`src/rtl/hazard_ctrl.sv`:
```
// Pipeline hazard/stall controller: load-use and branch-operand stalls, memory freeze, watchdog.
// Optional statistics counters are built when HAZARD_CTRL_STAT_EN is defined.
module hazard_ctrl #(
    parameter int MEM_TIMEOUT = 16
) (
    input  logic        clock,
    input  logic        reset,
    input  logic [4:0]  id_rs,
    input  logic [4:0]  id_rt,
    input  logic        id_uses_rs,
    input  logic        id_uses_rt,
    input  logic        id_is_branch,
    input  logic        id_branch_taken,
    input  logic        exe_reg_write,
    input  logic [4:0]  exe_num_write,
    input  logic        exe_is_load,
    input  logic        mem_req,
    input  logic        mem_ready,
    output logic        pc_en,
    output logic        if2id_en,
    output logic        id2exe_en,
    output logic        exe2mem_en,
    output logic        if2id_flush,
    output logic        id2exe_flush,
    output logic        mem2wb_flush,
    output logic        mem_err,
    output logic [1:0]  state,
    output logic [31:0] stall_count,
    output logic [31:0] flush_count
);
    typedef enum logic [1:0] {RUN = 2'd0, BR_WAIT = 2'd1, MEM_WAIT = 2'd2} state_t;

    localparam logic [7:0] WD_LAST = 8'(MEM_TIMEOUT - 1);

    state_t     state_q, state_d;
    logic       ret_br_q, ret_br_d;
    logic [7:0] wd_cnt_q, wd_cnt_d;
    logic       mem_err_q, mem_err_d;

    logic match, lu_hz, br_hz, br_on_load;
    logic freeze_raw, expired, freeze;

    assign match = exe_reg_write && (exe_num_write != 5'd0) &&
                   ((exe_num_write == id_rs && id_uses_rs) ||
                    (exe_num_write == id_rt && id_uses_rt));
    assign lu_hz      = exe_is_load && match;
    assign br_hz      = id_is_branch && match && !exe_is_load;
    assign br_on_load = id_is_branch && exe_is_load && match;

    // Watchdog fires only when it actually cuts short a freeze that would otherwise hold.
    assign freeze_raw = mem_req && !mem_ready;
    assign expired    = freeze_raw && (state_q == MEM_WAIT) && (wd_cnt_q == WD_LAST);
    assign freeze     = freeze_raw && !expired;

    always_comb begin
        pc_en        = 1'b1;
        if2id_en     = 1'b1;
        id2exe_en    = 1'b1;
        exe2mem_en   = 1'b1;
        if2id_flush  = 1'b0;
        id2exe_flush = 1'b0;
        mem2wb_flush = 1'b0;
        if (!reset) begin
            pc_en        = 1'b0;
            if2id_en     = 1'b0;
            id2exe_en    = 1'b0;
            exe2mem_en   = 1'b0;
            if2id_flush  = 1'b1;
            id2exe_flush = 1'b1;
            mem2wb_flush = 1'b1;
        end else if (freeze) begin
            pc_en        = 1'b0;
            if2id_en     = 1'b0;
            id2exe_en    = 1'b0;
            exe2mem_en   = 1'b0;
            mem2wb_flush = 1'b1;
        end else if (state_q == BR_WAIT || lu_hz || br_hz) begin
            // Branch outcome is not trusted while stalled, so no IF/ID flush here.
            pc_en        = 1'b0;
            if2id_en     = 1'b0;
            id2exe_flush = 1'b1;
        end else if (id_branch_taken) begin
            if2id_flush  = 1'b1;
        end
    end

    always_comb begin
        state_d   = state_q;
        ret_br_d  = ret_br_q;
        wd_cnt_d  = freeze ? wd_cnt_q + 8'd1 : 8'd0;
        mem_err_d = mem_err_q | expired;
        if (freeze) begin
            state_d = MEM_WAIT;
            if (state_q != MEM_WAIT) ret_br_d = (state_q == BR_WAIT);
        end else begin
            case (state_q)
                RUN:      if (br_on_load) state_d = BR_WAIT;
                BR_WAIT:  state_d = RUN;
                MEM_WAIT: state_d = ret_br_q ? BR_WAIT : RUN;
                default:  state_d = RUN;
            endcase
        end
    end

    always_ff @(posedge clock or negedge reset) begin
        if (!reset) begin
            state_q   <= RUN;
            ret_br_q  <= 1'b0;
            wd_cnt_q  <= 8'd0;
            mem_err_q <= 1'b0;
        end else begin
            state_q   <= state_d;
            ret_br_q  <= ret_br_d;
            wd_cnt_q  <= wd_cnt_d;
            mem_err_q <= mem_err_d;
        end
    end

    assign state   = state_q;
    assign mem_err = mem_err_q;

`ifdef HAZARD_CTRL_STAT_EN
    logic [31:0] stall_count_q, stall_count_d;
    logic [31:0] flush_count_q, flush_count_d;

    always_comb begin
        stall_count_d = stall_count_q + {31'd0, !pc_en};
        flush_count_d = flush_count_q + {31'd0, if2id_flush};
    end

    always_ff @(posedge clock or negedge reset) begin
        if (!reset) begin
            stall_count_q <= 32'd0;
            flush_count_q <= 32'd0;
        end else begin
            stall_count_q <= stall_count_d;
            flush_count_q <= flush_count_d;
        end
    end

    assign stall_count = stall_count_q;
    assign flush_count = flush_count_q;
`else
    assign stall_count = 32'd0;
    assign flush_count = 32'd0;
`endif

endmodule

```
`config.mk`:
```
export PLATFORM = sky130hd
export DESIGN_NAME = hazard_ctrl
export DESIGN_NICKNAME = d
export VERILOG_FILES = /design/src/rtl/hazard_ctrl.sv
export SDC_FILE = /design/constraint.sdc
export NUM_CORES = 1
export LEC_CHECK = 0
export BUFFER_PORTS_ARGS = -buffer_cell sky130_fd_sc_hd__buf_4
export CAP_MARGIN = 20
export CELL_PAD_IN_SITES_DETAIL_PLACEMENT = 1
export CELL_PAD_IN_SITES_GLOBAL_PLACEMENT = 1
export CORE_MARGIN = 10
export CORE_UTILIZATION = 26
export DETAILED_ROUTE_END_ITERATION = 10
export GPL_TIMING_DRIVEN = 0
export HOLD_SLACK_MARGIN = 0.15
export PLACE_DENSITY_LB_ADDON = 0.05
export SYNTH_ARGS = -nofsm -noshare
export SYNTH_HDL_FRONTEND = slang
export SYNTH_SLANG_ARGS = --single-unit
```
`constraint.sdc`:
```
create_clock -name clock -period 2.72 [get_ports clock]
set_input_delay 0.816 -clock clock [delete_from_list [all_inputs] [get_ports clock]]
set_output_delay 0.816 -clock clock [all_outputs]
set_load 0.01 [all_outputs]
```
# Word-level counts from Yosys, hierarchy flattened
# Cells that the tools add are included.
[word_totals]
in_bits = 25
output_inout_bits = 74
reg_bits = 12
[op_classes]
n_bitwise = 1
addsub = 1
reduce_logical = 22
muxes = 19
eq_ne = 7
[op_table]
columns = ["cell", "n"]
rows = [
  ["2-to-1 mux 1 bit", 15],
  ["logical AND 1 bit", 13],
  ["== test 5 bit", 2],
  ["adder 8 x 1 -> 8 bit, second input constant", 1],
  ["== test 8 x 4 -> 1 bit, second input constant", 1],
  ["2-to-1 mux 8 bit", 1],
  ["nonzero test 5 bit", 1],
  ["2-to-1 mux 2 bit", 2],
  ["one-hot mux 2 bit (2 select lines)", 1],
  ["zero test 1 bit", 3],
  ["logical OR 1 bit", 3],
  ["inequality test 3 bit, second input constant", 1],
  ["== test 2 x 1 -> 1 bit, second input constant", 1],
  ["== test 2 bit, second input constant", 1],
  ["zero test 2 bit", 1],
  ["inequality test 2 bit, second input constant", 1],
  ["AND reduction 2 bit", 1],
  ["OR 1 bit", 1],
]

# Logic depth before layout (Yosys ltp)
# Gate-level depths: netlist of the first run.
[depth]
depth_word = 10
ltp_mapped = 7
ltp_nobuf = 6

# Least setup slack after synthesis of the first run
# OpenSTA, ideal clock, no wires.
[synth_timing]
path_kind = "input-to-output"
from = "input port exe_num_write[1]"
to = "output port pc_en"
n_path_buf = 1
t_arrival_ns = 2.011
cell_stages = 5
setup_slack_ns = -0.107
path_cell_list = "or4_1 > o21ai_2 > nor2_2 > a21oi_1 > buf_4"
[synth_via]
elab_chain_len = 10
[synth_rtl]
columns = ["item", "line_no", "source"]
rows = [
  ["start: declaration", "15", "input logic [4:0] exe_num_write,"],
  ["== test 5 bit (on tied branches)", "44, 45", ""],
  ["logical AND 1 bit (on tied branches)", "44, 45", ""],
  ["logical OR 1 bit", "44", "((exe_num_write == id_rs && id_uses_rs) ||"],
  ["logical AND 1 bit (*)", "43", "assign match = exe_reg_write && (exe_num_write != 5'd0) &&"],
  ["logical AND 1 bit (on tied branches)", "46, 47", ""],
  ["logical OR 1 bit or logical AND 1 bit (tied branches)", "77, 47", ""],
  ["logical OR 1 bit (*)", "77", "end else if (state_q == BR_WAIT || lu_hz || br_hz) begin"],
  ["2-to-1 mux 1 bit (*) (3 in a row)", "-", ""],
  ["end: declaration", "19", "output logic pc_en,"],
]
# Mark *: on every way between the ends. The rest lies on a longest branch, timed or not.

# Final worst setup path of the first run
[layout_timing]
from = "input port exe_num_write[1]"
to = "output port id2exe_flush"
[layout_via]
elab_chain_len = 10
[layout_rtl]
columns = ["item", "line_no", "source"]
rows = [
  ["== test 5 bit (on tied branches)", "44, 45", ""],
  ["logical AND 1 bit (on tied branches)", "44, 45", ""],
  ["logical OR 1 bit", "44", ""],
  ["logical AND 1 bit (*)", "43", ""],
  ["logical AND 1 bit (on tied branches)", "46, 47", ""],
  ["logical OR 1 bit or logical AND 1 bit (tied branches)", "77, 47", ""],
  ["logical OR 1 bit (*)", "77", ""],
  ["2-to-1 mux 1 bit (*)", "77", ""],
  ["2-to-1 mux 1 bit (*)", "71", "end else if (freeze) begin"],
  ["2-to-1 mux 1 bit (*)", "63", "if (!reset) begin"],
  ["end: declaration", "24", "output logic id2exe_flush,"],
]
# Marks and branches as above.

==> impl_metrics.env, run 1 <==
export IMPL_ant_nets=0
export IMPL_min_path_type="in -> async"
export IMPL_setup_ws_ns=-0.1424
export IMPL_crit_fanout=3
export IMPL_core_mm2=0.004444
export IMPL_path_cells="buf_8 -> or4_4 -> o21ai_4 -> nor2_2 -> a31o_1 -> buf_6"
export IMPL_die_x_um=88.57
export IMPL_port_buffers=34
export IMPL_avgViaCountPerCell=3.548
export IMPL_rows=24
export IMPL_endpoint_kind="primary output"
export IMPL_cellLeakagePower_nw=1.095
export IMPL_die_area_mm2=0.007845
export IMPL_antenna_found_initial=0
export IMPL_powerDensity_mw_per_mm2=315.2
export IMPL_drt_wl_total_um=3524
export IMPL_grt_pass1_wl_um=5520
export IMPL_peakVddDrop_v=0.0001542
export IMPL_synthAdderAreaFrac_pct=1.024
export IMPL_cts_path_max_buffers=2
export IMPL_grt_ovfl_total=0
export IMPL_wl_per_cell_um=11.79
export IMPL_synth_area_mux_share_pct=0
export IMPL_synth_seq_cells=12
export IMPL_syn_instance_count=144
export IMPL_dp_slack_ns=-0.2066
export IMPL_worst_setup_path_start_kind="primary input"
export IMPL_final_util_pct=43.27
export IMPL_cts_buffers=3
export IMPL_drc=0
export IMPL_stdcell_area_mm2=0.001923
export IMPL_drive_gt1_share_pct=47.77
export IMPL_fmax_mhz=349.4
export IMPL_first_global_vias=1163
export IMPL_synth_top_family_by_area="buffers and inverters"
export IMPL_initial_core_util_pct=27.51
export IMPL_grt_max_degree=18
export IMPL_min_period_over_period_pct=105.2
export IMPL_place_area_mm2=0.001783
export IMPL_grt_setup_unrepaired="yes"
export IMPL_violations="setup timing"
export IMPL_mostFrequentLayoutCells="97 x buf_4, 64 x conb_1, 13 x xnor2_1"
export IMPL_finalSetupViolations=4
export IMPL_slew_violations=0
export IMPL_ys_seq_area_share_pct=24.56
export IMPL_path_clk_slew_ns=0.05
export IMPL_syn2layout_area_growth_pct=57.32
export IMPL_crit_path_top_delay_cell="or4_4"
export IMPL_finalClockSkew_ns=0.001171
export IMPL_drt_iter0_drc=19
export IMPL_finalNetCount=274
export IMPL_synth_simple_area_share_pct=14.64
export IMPL_synth_xor_area_share_pct=10.75
export IMPL_dp_hpwl_um=3112
export IMPL_cp_arrival_ns=2.05
export IMPL_required_ns=1.90
export IMPL_cts_tree="built"
export IMPL_cts_sinks=12
export IMPL_worstSetupPathType="in -> out"
export IMPL_avgSynthCellArea_um2=8.489
export IMPL_synth_warnings=0
export IMPL_io_pins=99
export IMPL_maxCapViolations=0
export IMPL_num_antenna_cells=0
export IMPL_h_tree_depth=1
export IMPL_hold_buffers=0
export IMPL_min_period_ns=2.862
export IMPL_final_common_cell="buf_4"
export IMPL_syn_cell_area_mm2=0.001222
export IMPL_synth_compound_area_share_pct=6.960
export IMPL_hold_violations=0
export IMPL_first_pass_iters=4
export IMPL_dr_total_vias=1061
export IMPL_root_buffer="clkbuf_8"
export IMPL_die_h_um=88.57
export IMPL_gp_congestion=0.7037
export IMPL_ys_types=31
export IMPL_outcome="finished, violations left"
export IMPL_grt_total_usage_pct=8.754
export IMPL_critPathMaxStageDelay_ns=0.54
export IMPL_clk_insertion_delay_late_ns=0.24
metal layers:
layer | GRT usage [%] | share of wire, %
met2 | 15.34 | 52
met4 | 1.322 | 0.17
met5 | 0 | 0
met1 | 8.439 | 32
met3 | 6.158 | 16
path summary, 6_finish.rpt:
| path | start | to | cells past startpoint | slack [ns] |
|---|---|---|---|---|
| max reg2reg | wd_cnt_q[0]$_DFF_PN0_ | state[0]$_DFFE_PN0P_ | 5 | 1.26 |
| max in group asynchronous | reset | mem_err$_DFF_PN0_ | 1 | 2.12 |
| min reg2reg | wd_cnt_q[0]$_DFF_PN0_ | wd_cnt_q[0]$_DFF_PN0_ | 1 | 0.48 |
| max | exe_num_write[1] | id2exe_flush | 6 | -0.14 |
| min | reset | wd_cnt_q[7]$_DFF_PN0_ | 1 | 0.42 |
| min in group clock | wd_cnt_q[0]$_DFF_PN0_ | wd_cnt_q[0]$_DFF_PN0_ | 1 | 0.48 |
worst max-delay path: cells and delay by family:
kind	cells	cell delay (ns)
simple gates	2	0.60
buf+inv	2	0.22
compound gates	2	0.41
logic make-up (layout without fill, tap and decap cells):
| family | count (synthesis) | in the layout |
|---|---|---|
| compound gates | 13 | 13 |
| xor+xnor | 15 | 15 |
| fa+ha+maj | 1 | 1 |
| buf+inv | 69 | 109 |
| flops | 12 | 12 |
| other cells | 1 | 64 |
| simple gates | 33 | 33 |
power by group:
part / leakage [nW] / internal (W) / switching (W) / total [W]
clock network: 0.0288 / 0.000128 / 0.0000697 / 0.000198
logic: 0.902 / 0.000123 / 0.000101 / 0.000224
registers: 0.164 / 0.000182 / 0.00000246 / 0.000184
Yosys cell counts:
master	number	area, um2
a31o_2	1	8.760
nand2b_1	2	12.51
xor2_1	2	17.52
a21o_1	1	7.510
dfrtp_1	12	300.3
and2_1	2	12.51
o21bai_1	1	7.510
inv_1	2	7.510
a22oi_1	1	7.510
o21ai_0	4	20.02
xnor2_1	13	113.9
nor3_1	1	5.000
and3_1	2	12.51
nand4_1	2	12.51
a31o_1	1	8.760
buf_4	67	503.0
nand3_1	6	30.03
nor2_2	1	6.260
conb_1	1	3.750
nor2b_1	1	6.260
nor3b_1	1	7.510
nor4_2	1	12.51
nand2_1	4	15.01
o21ai_2	1	8.760
ha_1	1	12.51
or4_1	1	7.510
nor4_1	1	6.260
o22ai_1	1	6.260
nor2_1	7	26.28
a21oi_1	2	10.01
or3_1	1	6.260
sequential cells by signal, indices dropped and copies added, names as in the netlist:
signal	flops
state	2
mem_err	1
ret_br_q	1
wd_cnt_q	8
through the flow:
| step | power, W | setup TNS [ns] | hold slack [ns] | std cells |
|---|---|---|---|---|
| final | 0.0006062 | -0.4364 | 0.4211 | 299 |
| after detailed placement | 0.0003913 | -0.9346 | 0.4737 | 293 |
| after global routing | 0.0006502 | -0.6981 | 0.4125 | 299 |
| after global placement | 0.0003905 | -0.9108 | 0.4540 | 293 |
| after floorplan | 0.0003342 | -0.002258 | 0.4309 | 207 |
| after CTS | 0.0006030 | -0.5203 | 0.4194 | 298 |
repair_timing:
action | in CTS | in global routing
setup buffers | 1 | 1
pin swaps | 5 | 6
gates resized for setup | 11 | 5
setup endpoints to repair | 7 | 5
layout make-up:
type / count / area, um2
flip-flops and latches: 12 / 300.3
repair buffers: 36 / 292.8
plain buffers: 67 / 506.7
clock buffers: 4 / 55.05
fillers: 557 / 2521
inverters: 2 / 7.507
well taps: 52 / 65.06
multi-input cells: 126 / 695.7
No activity file was read; power rests on OpenSTA's default activity.
==> run 2, diff against run 1 <==
CORE_UTILIZATION = 27   (was 26)
CTS_BUF_LIST = sky130_fd_sc_hd__clkbuf_4   (was unset)
PLACE_DENSITY_LB_ADDON = 0.1   (was 0.05)
REMOVE_ABC_BUFFERS = 1   (was unset)
==> run 2 against run 1 <==
Net effect: the flow still finishes with violations (setup timing); sequential power is essentially flat; wire length shrank 6.3%; die area shrank 2.9%; critical path depth is the same; worst hold slack lost 0.032 ns; cell area shrank 26%; global-route usage shrank 0.69 points; highest routed layer unchanged.
==> impl_metrics.env, run 2 (synthesized netlist as in run 1, its figures left out) <==
export IMPL_grt_max_degree=18
export IMPL_dr_total_vias=894
export IMPL_first_pass_iters=4
export IMPL_worstSetupPathType="in -> out"
export IMPL_min_path_type="in -> async"
export IMPL_cts_tree="built"
export IMPL_ant_nets=0
export IMPL_h_tree_depth=1
export IMPL_stdcell_area_mm2=0.001415
export IMPL_worst_setup_path_start_kind="primary input"
export IMPL_hold_buffers=0
export IMPL_drt_iter0_drc=27
export IMPL_hold_violations=0
export IMPL_drc=0
export IMPL_largest_register_ffs=8
export IMPL_r2r_start="wd_cnt_q[0]$_DFF_PN0_"
export IMPL_rr_worst_depth=5
export IMPL_rows=24
export IMPL_cp_arrival_ns=2.05
export IMPL_dp_hpwl_um=2794
export IMPL_place_area_mm2=0.001276
export IMPL_cts_buffers=3
export IMPL_outcome="finished, violations left"
export IMPL_cts_path_max_buffers=2
export IMPL_final_util_pct=32.28
export IMPL_peakVddDrop_v=0.00009330
export IMPL_mostFrequentLayoutCells="64 x conb_1, 37 x buf_4, 13 x xnor2_1"
export IMPL_cts_sinks=12
export IMPL_r2r_setup_slack_ns=1.12
export IMPL_grt_pass1_wl_um=5009
export IMPL_clk_insertion_delay_late_ns=0.27
export IMPL_min_period_over_period_pct=105.3
export IMPL_finalNetCount=211
export IMPL_fmax_mhz=349.1
export IMPL_cellLeakagePower_nw=0.7377
export IMPL_multi_input_area_um2=700.7
export IMPL_grt_total_usage_pct=8.065
export IMPL_io_pins=99
export IMPL_gp_congestion=0.7079
export IMPL_initial_core_util_pct=27.88
export IMPL_slew_violations=0
export IMPL_die_area_mm2=0.007619
export IMPL_first_global_vias=996
export IMPL_whs_ns=0.3893
export IMPL_violations="setup timing"
export IMPL_powerDensity_mw_per_mm2=313.7
export IMPL_maxCapViolations=0
export IMPL_setup_ws_ns=-0.1449
export IMPL_regArea_um2=300.3
export IMPL_required_ns=1.90
export IMPL_endpoint_kind="primary output"
export IMPL_num_antenna_cells=0
export IMPL_wl_per_cell_um=14.06
export IMPL_worstReg2RegEnd="state[0]$_DFFE_PN0P_"
export IMPL_drive_gt1_share_pct=28.96
export IMPL_grt_setup_unrepaired="yes"
export IMPL_dp_cells=226
export IMPL_drt_wl_total_um=3303
export IMPL_syn2layout_area_growth_pct=15.76
export IMPL_crit_fanout=3
export IMPL_finalSetupViolations=4
export IMPL_path_clk_slew_ns=0.08
export IMPL_antenna_found_initial=0
export IMPL_largest_register="wd_cnt_q"
export IMPL_port_buffers=34
export IMPL_core_mm2=0.004384
export IMPL_fin_cells=235
export IMPL_die_x_um=87.29
export IMPL_final_common_cell="conb_1"
export IMPL_grt_ovfl_total=0
export IMPL_min_period_ns=2.865
export IMPL_finalClockSkew_ns=0.005124
export IMPL_num_fill_cells=554
export IMPL_die_h_um=87.29
export IMPL_root_buffer="clkbuf_4"
export IMPL_avgViaCountPerCell=3.804
[run 2: worst max path at each step]
stage / from / to / slack (ns) / cells past startpoint
after floorplan: exe_num_write[1] / if2id_en / -0.03 / 4
after global placement: exe_num_write[1] / if2id_en / -0.24 / 6
after detailed placement: exe_num_write[1] / pc_en / -0.24 / 6
after CTS: exe_num_write[4] / if2id_flush / -0.17 / 6
after global routing: exe_num_write[1] / if2id_flush / -0.20 / 6
final: exe_num_write[1] / pc_en / -0.14 / 6
[run 2: report_power, final]
part / switching (W) / leakage (nW) / internal, W
Sequential: 0.00000207 / 0.164 / 0.000181
Clock: 0.0000571 / 0.0138 / 0.0000511
Combinational: 0.0000901 / 0.559 / 0.0000622
[run 2: final cells by class]
class	count	share of cell area, %
flip-flops and latches	12	21.22
inverters	2	0.5305
well taps	52	4.598
clock buffers	3	1.592
multi-input cells	126	49.51
repair buffers	40	22.55
[run 2: stage by stage]
step	TNS, ns	total power [W]	setup slack [ns]
global route	-0.7862	0.0004814	-0.1989
global placement	-0.8784	0.0003165	-0.2403
finish	-0.5512	0.0004439	-0.1449
floorplan	-0.06128	0.0002612	-0.03064
CTS	-0.6410	0.0004371	-0.1693
detailed placement	-0.8357	0.0003181	-0.2377
[run 2: routing by layer]
layer	wire length (um)	vias up	share of wire [%]	GRT usage [%]
met3	511	4	15	3.933
met5	0	-	0	0
met4	52	0	1.6	2.754
li1	-	419	-	-
met1	1222	405	37	8.614
met2	1517	66	46	13.49
[run 2: repair_timing]
| action | in CTS | in global routing |
|---|---|---|
| pin swaps | 6 | 7 |
| endpoints found under the setup margin | 5 | 7 |
| buffers inserted | 2 | 4 |
| gates resized for setup | 8 | 7 |
[run 2: worst max-delay path, stage by stage]
cell and delay (ns):
buf_8 0.10, or4_4 0.53, o21ai_4 0.20, nor2_4 0.07, a21oi_2 0.18, buf_4 0.15
